## src/rtl/clock_gate_ctrl_pkg.sv

```systemverilog
// Shared definitions for the clock gate sequencer: FSM state encodings and stats width.
package clock_gate_ctrl_pkg;

  typedef enum logic [1:0] {
    ST_OFF   = 2'b00,
    ST_WAKE  = 2'b01,
    ST_ON    = 2'b10,
    ST_DRAIN = 2'b11
  } state_e;

  localparam int unsigned STATS_W = 32;

endpackage

```

## src/rtl/clock_gate_ctrl_gating_model.sv

```systemverilog
// Behavioural integrated clock gate: low-phase transparent latch followed by an AND.
// The enable can only change while i_clk is low, so o_clk never carries a partial pulse.
module clock_gating_model (
  input  logic i_clk,
  input  logic i_clock_en,
  output logic o_clk
);

  logic r_en_lat;

  // Capture the enable while the clock is low; hold it through the high phase.
  always_latch begin
    if (!i_clk) begin
      r_en_lat <= i_clock_en;
    end
  end

  assign o_clk = i_clk & r_en_lat;

endmodule

```

## src/rtl/clock_gate_ctrl.sv

```systemverilog
// Clock gate sequencer: merges requester demands into one gating enable, with a wake-up
// settle delay before acknowledging and an idle hysteresis before gating off.
// Optional feature macro: CLK_GATE_CTRL_STATS_EN adds o_gated_cnt (cycles spent in OFF).
module clock_gate_ctrl
  import clock_gate_ctrl_pkg::*;
#(
  parameter int unsigned N_REQ       = 4,
  parameter int unsigned WAKE_CYCLES = 2,
  parameter int unsigned IDLE_CYCLES = 8,
  parameter int unsigned CNT_W       = 8
) (
  input  logic             i_clk,
  input  logic             i_rstn,
  input  logic [N_REQ-1:0] i_req,
  input  logic             i_force_on,
  output logic [N_REQ-1:0] o_ack,
  output logic             o_clock_en,
  output logic             o_gclk,
  output logic [1:0]       o_state
`ifdef CLK_GATE_CTRL_STATS_EN
  ,
  output logic [STATS_W-1:0] o_gated_cnt
`endif
);

  localparam logic [CNT_W-1:0] WAKE_LOAD = CNT_W'(WAKE_CYCLES - 1);
  localparam logic [CNT_W-1:0] IDLE_LOAD = CNT_W'(IDLE_CYCLES - 1);

  state_e           r_state;
  state_e           w_next_state;
  logic [CNT_W-1:0] r_wake_cnt;
  logic [CNT_W-1:0] r_idle_cnt;
  logic [N_REQ-1:0] r_ack;
  logic             r_clock_en;
  logic             w_any_req;

  assign w_any_req = (|i_req) | i_force_on;

  // Next-state decode; a request in DRAIN beats an expiring idle counter.
  always_comb begin
    w_next_state = r_state;
    case (r_state)
      ST_OFF:   if (w_any_req) w_next_state = ST_WAKE;
      ST_WAKE:  if (r_wake_cnt == '0) w_next_state = ST_ON;
      ST_ON:    if (!w_any_req) w_next_state = ST_DRAIN;
      ST_DRAIN: begin
        if (w_any_req) begin
          w_next_state = ST_ON;
        end else if (r_idle_cnt == '0) begin
          w_next_state = ST_OFF;
        end
      end
      default:  w_next_state = ST_OFF;
    endcase
  end

  // FSM state, counters and registered outputs; enable comes from its own flop.
  always_ff @(posedge i_clk or negedge i_rstn) begin
    if (!i_rstn) begin
      r_state    <= ST_OFF;
      r_wake_cnt <= '0;
      r_idle_cnt <= '0;
      r_ack      <= '0;
      r_clock_en <= 1'b0;
    end else begin
      r_state    <= w_next_state;
      r_clock_en <= (w_next_state != ST_OFF);
      r_ack      <= (r_state == ST_ON) ? i_req : '0;
      case (r_state)
        ST_OFF: begin
          if (w_any_req) r_wake_cnt <= WAKE_LOAD;
        end
        ST_WAKE: begin
          if (r_wake_cnt != '0) r_wake_cnt <= r_wake_cnt - 1'b1;
        end
        ST_ON: begin
          if (!w_any_req) r_idle_cnt <= IDLE_LOAD;
        end
        ST_DRAIN: begin
          if (!w_any_req && (r_idle_cnt != '0)) r_idle_cnt <= r_idle_cnt - 1'b1;
        end
        default: ;
      endcase
    end
  end

`ifdef CLK_GATE_CTRL_STATS_EN
  logic [STATS_W-1:0] r_gated_cnt;

  // Count edges spent gated off, saturating at all-ones.
  always_ff @(posedge i_clk or negedge i_rstn) begin
    if (!i_rstn) begin
      r_gated_cnt <= '0;
    end else if ((r_state == ST_OFF) && (r_gated_cnt != '1)) begin
      r_gated_cnt <= r_gated_cnt + 1'b1;
    end
  end

  assign o_gated_cnt = r_gated_cnt;
`endif

  clock_gating_model u_clock_gating_model (
    .i_clk      (i_clk),
    .i_clock_en (o_clock_en),
    .o_clk      (o_gclk)
  );

  assign o_clock_en = r_clock_en;
  assign o_ack      = r_ack;
  assign o_state    = r_state;

endmodule
```

## config.mk

```make
export PLATFORM = sky130hd
export DESIGN_NAME = clock_gate_ctrl
export DESIGN_NICKNAME = d
export VERILOG_FILES = /design/src/rtl/clock_gate_ctrl_pkg.sv /design/src/rtl/clock_gate_ctrl_gating_model.sv /design/src/rtl/clock_gate_ctrl.sv
export SDC_FILE = /design/constraint.sdc
export NUM_CORES = 1
export LEC_CHECK = 0
export ABC_CLOCK_PERIOD_IN_PS = 2300
export CAP_MARGIN = 20
export CORE_MARGIN = 2
export CORE_UTILIZATION = 45
export DETAILED_ROUTE_END_ITERATION = 10
export PLACE_DENSITY = 0.78
export SYNTH_ARGS = -nofsm -noshare
export SYNTH_HDL_FRONTEND = slang
export SYNTH_HIERARCHICAL = 1
export SYNTH_SLANG_ARGS = --single-unit
```

## constraint.sdc

```tcl
create_clock -name i_clk -period 2.3 [get_ports i_clk]
set_clock_uncertainty 0.2 [all_clocks]
set_input_delay 0.46 -clock i_clk [delete_from_list [all_inputs] [get_ports i_clk]]
set_output_delay 0.46 -clock i_clk [all_outputs]
set_load 0.03 [all_outputs]
```

# Word-level counts from Yosys, hierarchy flattened
# Index checks and enable logic that the tools add are counted.
# classes
n_addsub	2
n_eq_ne	7
mux	14
bitwise_logic	2
reduce_logical	13
# ops
op	n
8-bit two-way mux	4
8-bit one-hot mux with 2 select lines	2
8-bit logical NOT	2
8-bit nonzero test	2
8-bit by 1-bit subtractor with 8-bit output (second input constant)	2
2-bit two-way mux	5
2-bit != test (second input constant)	4
2-bit one-hot mux with 4 select lines	1
3-bit AND reduction	2
2-bit nonzero test	3
2-bit == test (second input constant)	2
4-bit two-way mux	1
4-bit OR reduction	1
2-bit by 1-bit == test with 1-bit output (second input constant)	1
2-bit logical NOT	1
1-bit bitwise AND	1
1-bit logical AND	1
1-bit logical NOT	1
1-bit two-way mux	1
1-bit bitwise OR	1
# word_totals
regBits	23
latchBits	1
in_bits	7
out_inout_bits	8
wordCells	44

# Depth between registers and ports, before layout
# depth
depth_word	6
mapped_depth	6
depth_no_buf	6

# By module
# The synthesis kept the hierarchy.
# modules_own_cells
module	instances	cells_per_inst	area_per_inst_um2	seq_area_each_um2
clock_gate_ctrl	1	130	1261.2	575.6
clock_gating_model	1	2	21.3	0.0

==> reports/metrics.cfg <==
[clocking]
path_clk_slew_ns = 0.12
cts_setup_buffers = 0
ctsHoldBuffers = 0
worstSkewPairLatency_ns = 0.42
cts_tree = done

[min_path]
hp-class = in -> async

[timing]
rsz0062_at_grt = true
worst_slew_pin_slew_ns = 0.421
drv_slew = 0
tns_ns = -0.572
hold_violations = 0
setup-violations-final = 2
setup_ws_ns = -0.572
slew-limit-headroom_pct = 71.7

[finish]
drive_above_1_share_pct = 16.4
instances_no_fill = 190
layout_common_cells = dfrtp_1 (23), clkdlybuf4s50_1 (12), buf_4 (11), nand2_1 (7), a21oi_1 (7)
final_common_cell = dfrtp_1
diodes = 0
nets = 170
area.growth.synth_to_final_pct = 23.6
fillers = 233

[global_routing]
grt_overflow_total = 0
grtUsageTotal_pct = 21.3
first_global_vias = 1250
grt_first_pass_wirelength_um = 5230
grt_antenna_before_repair = 0
grt_max_degree = 24

[synthesis]
netlist_area_um2 = 1280
ys.flop_type = dfrtp_1
yosys_register_bits = 24
syn_inst = 132
async_flop_share_pct = 95.8
ys_top_cells_by_area = dfrtp_1 (45%), mux2i_1 (3.9%), or4_1 (3.5%)
syn-num-nets = 142
synth-edff-count = 0
avgSynthCellArea_um2 = 9.72
synth_top_cell_by_area = dfrtp_1
synth_top_area_share_pct = 44.9
ys_types = 41
yosysWarnings = 6

[floorplanning]
std_cell_rows = 19
core_area_um2 = 2730
die_h_um = 57.4
io_pins = 15
die_width_um = 57.4
initial_core_util_pct = 46.9
die-area_um2 = 3290

[run]
timing.max_cap.violations = 0

[power]
p_total_mw = 0.815
power_density_nw_per_um2 = 514
peakVddDrop_mv = 0.727
p_leak_nw = 0.733

[critical_path]
critPathLaunchType = latch
path_buf_inv = 1
cp.arrival_ns = 2.21
crit_path_max_fanout = 1
crit_chain = and2_4, buf_6
crit_path_max_incr_delay_ns = 0.40
endpoint_kind = output port
r2r_cells = 5
required_ns = 1.64
path_class = latch -> out
crit_cells = 2
cp_top_family = latches
cp_slowest_cell = dlxtn_1

[detailed_routing]
vias = 1169
drt-vias-per-instance = 6.15
remaining_drc_errors = 0
drt_iter0_markers = 44
wire_per_inst_um = 16.0
ant_nets = 0
wl_um = 3030
dr.pass1.iters = 4

[status]
status = finished with violations
violations = negative setup slack

[place]
io_buffers = 14
dp_hpwl_um = 2160
place.gp.congestion = 0.877
dp_cells = 183

worst paths after layout:
path | startpoint | endpoint | slack (ns)
worst max-delay path | u_clock_gating_model/r_en_lat | o_gclk | -0.57
worst min-delay path | i_rstn | o_ack[2] | 0.18
worst max register to register | r_idle_cnt[1] | r_idle_cnt[6] | 0.10
worst min register to register | o_clock_en | u_clock_gating_model/r_en_lat | 0.29
max in group asynchronous | i_rstn | o_ack[0] | 1.48
min in group i_clk | o_clock_en | u_clock_gating_model/r_en_lat | 0.29
metal layers:
layer / vias up / GRT usage [%] / share of wire [%]
li1: 560 / - / -
met1: 585 / 22.5 / 42
met2: 19 / 36.4 / 53
met3: 5 / 6.12 / 3.3
met4: 0 / 14.3 / 1.4
met5: - / 0 / 0
through the flow:
step	instance area (um^2)	setup WS [ns]	hold WS, ns	utilization (%)
after floorplan	1280	-0.0581	-0.0356	-
after global placement	1530	-0.645	0.260	55.8
after detailed placement	1530	-0.642	0.263	55.8
after CTS	1580	-0.586	0.180	57.7
after global routing	1590	-0.624	0.178	58.0
final	1590	-0.572	0.182	58.0
cells by family after synthesis:
kind of cell,Yosys count,synth area share (%)
compound gates,32,16.3
buf+inv,11,3.32
mux,5,3.90
latches,1,1.17
flops,23,44.9
fa+ha+maj,3,2.93
simple gates,57,27.5
registers in the layout, summed over array words and instances (netlist names):
name                           flops
r_wake_cnt                         8
r_idle_cnt                         8
o_clock_en                         1
o_ack                              4
u_clock_gating_model/r_en_lat      1
o_state                            2
report_power, final:
part / internal [mW] / switching (mW) / total (mW)
Combinational: 0.0149 / 0.0155 / 0.0304
Clock: 0.178 / 0.189 / 0.366
Sequential: 0.417 / 0.000854 / 0.418
synth_stat cells (2+ instances only):
master     n
a21oi_1    7
a31oi_1    2
and2_1     6
and3_1     2
clkbuf_1   4
dfrtp_1   23
ha_1       3
inv_1      6
mux2i_1    5
nand2_1    7
nand2b_1   4
nand3_1    6
nand4_1    2
nor2_1     5
nor4_1     5
o21a_1     2
o21ai_0    6
o22ai_1    2
o31ai_1    4
or3_1      4
or4_1      6
or4_4      2
what timing repair did:
action                                 4_1_cts  5_1_grt
endpoints found under the hold margin        0        0
setup endpoints to repair                    2        4
gates resized for setup                      7        2
cell type report:
cell class,count,area [um^2],area share [%]
Clock buffer,7,56.3,3.55
Clock inverter,1,3.75,0.237
Inverter,6,22.5,1.42
Multi-Input combinational cell,97,658,41.5
Sequential cell,24,591,37.3
Tap cell,31,38.8,2.45
Timing Repair Buffer,24,215,13.6
Power figures use the tool's default switching activity.
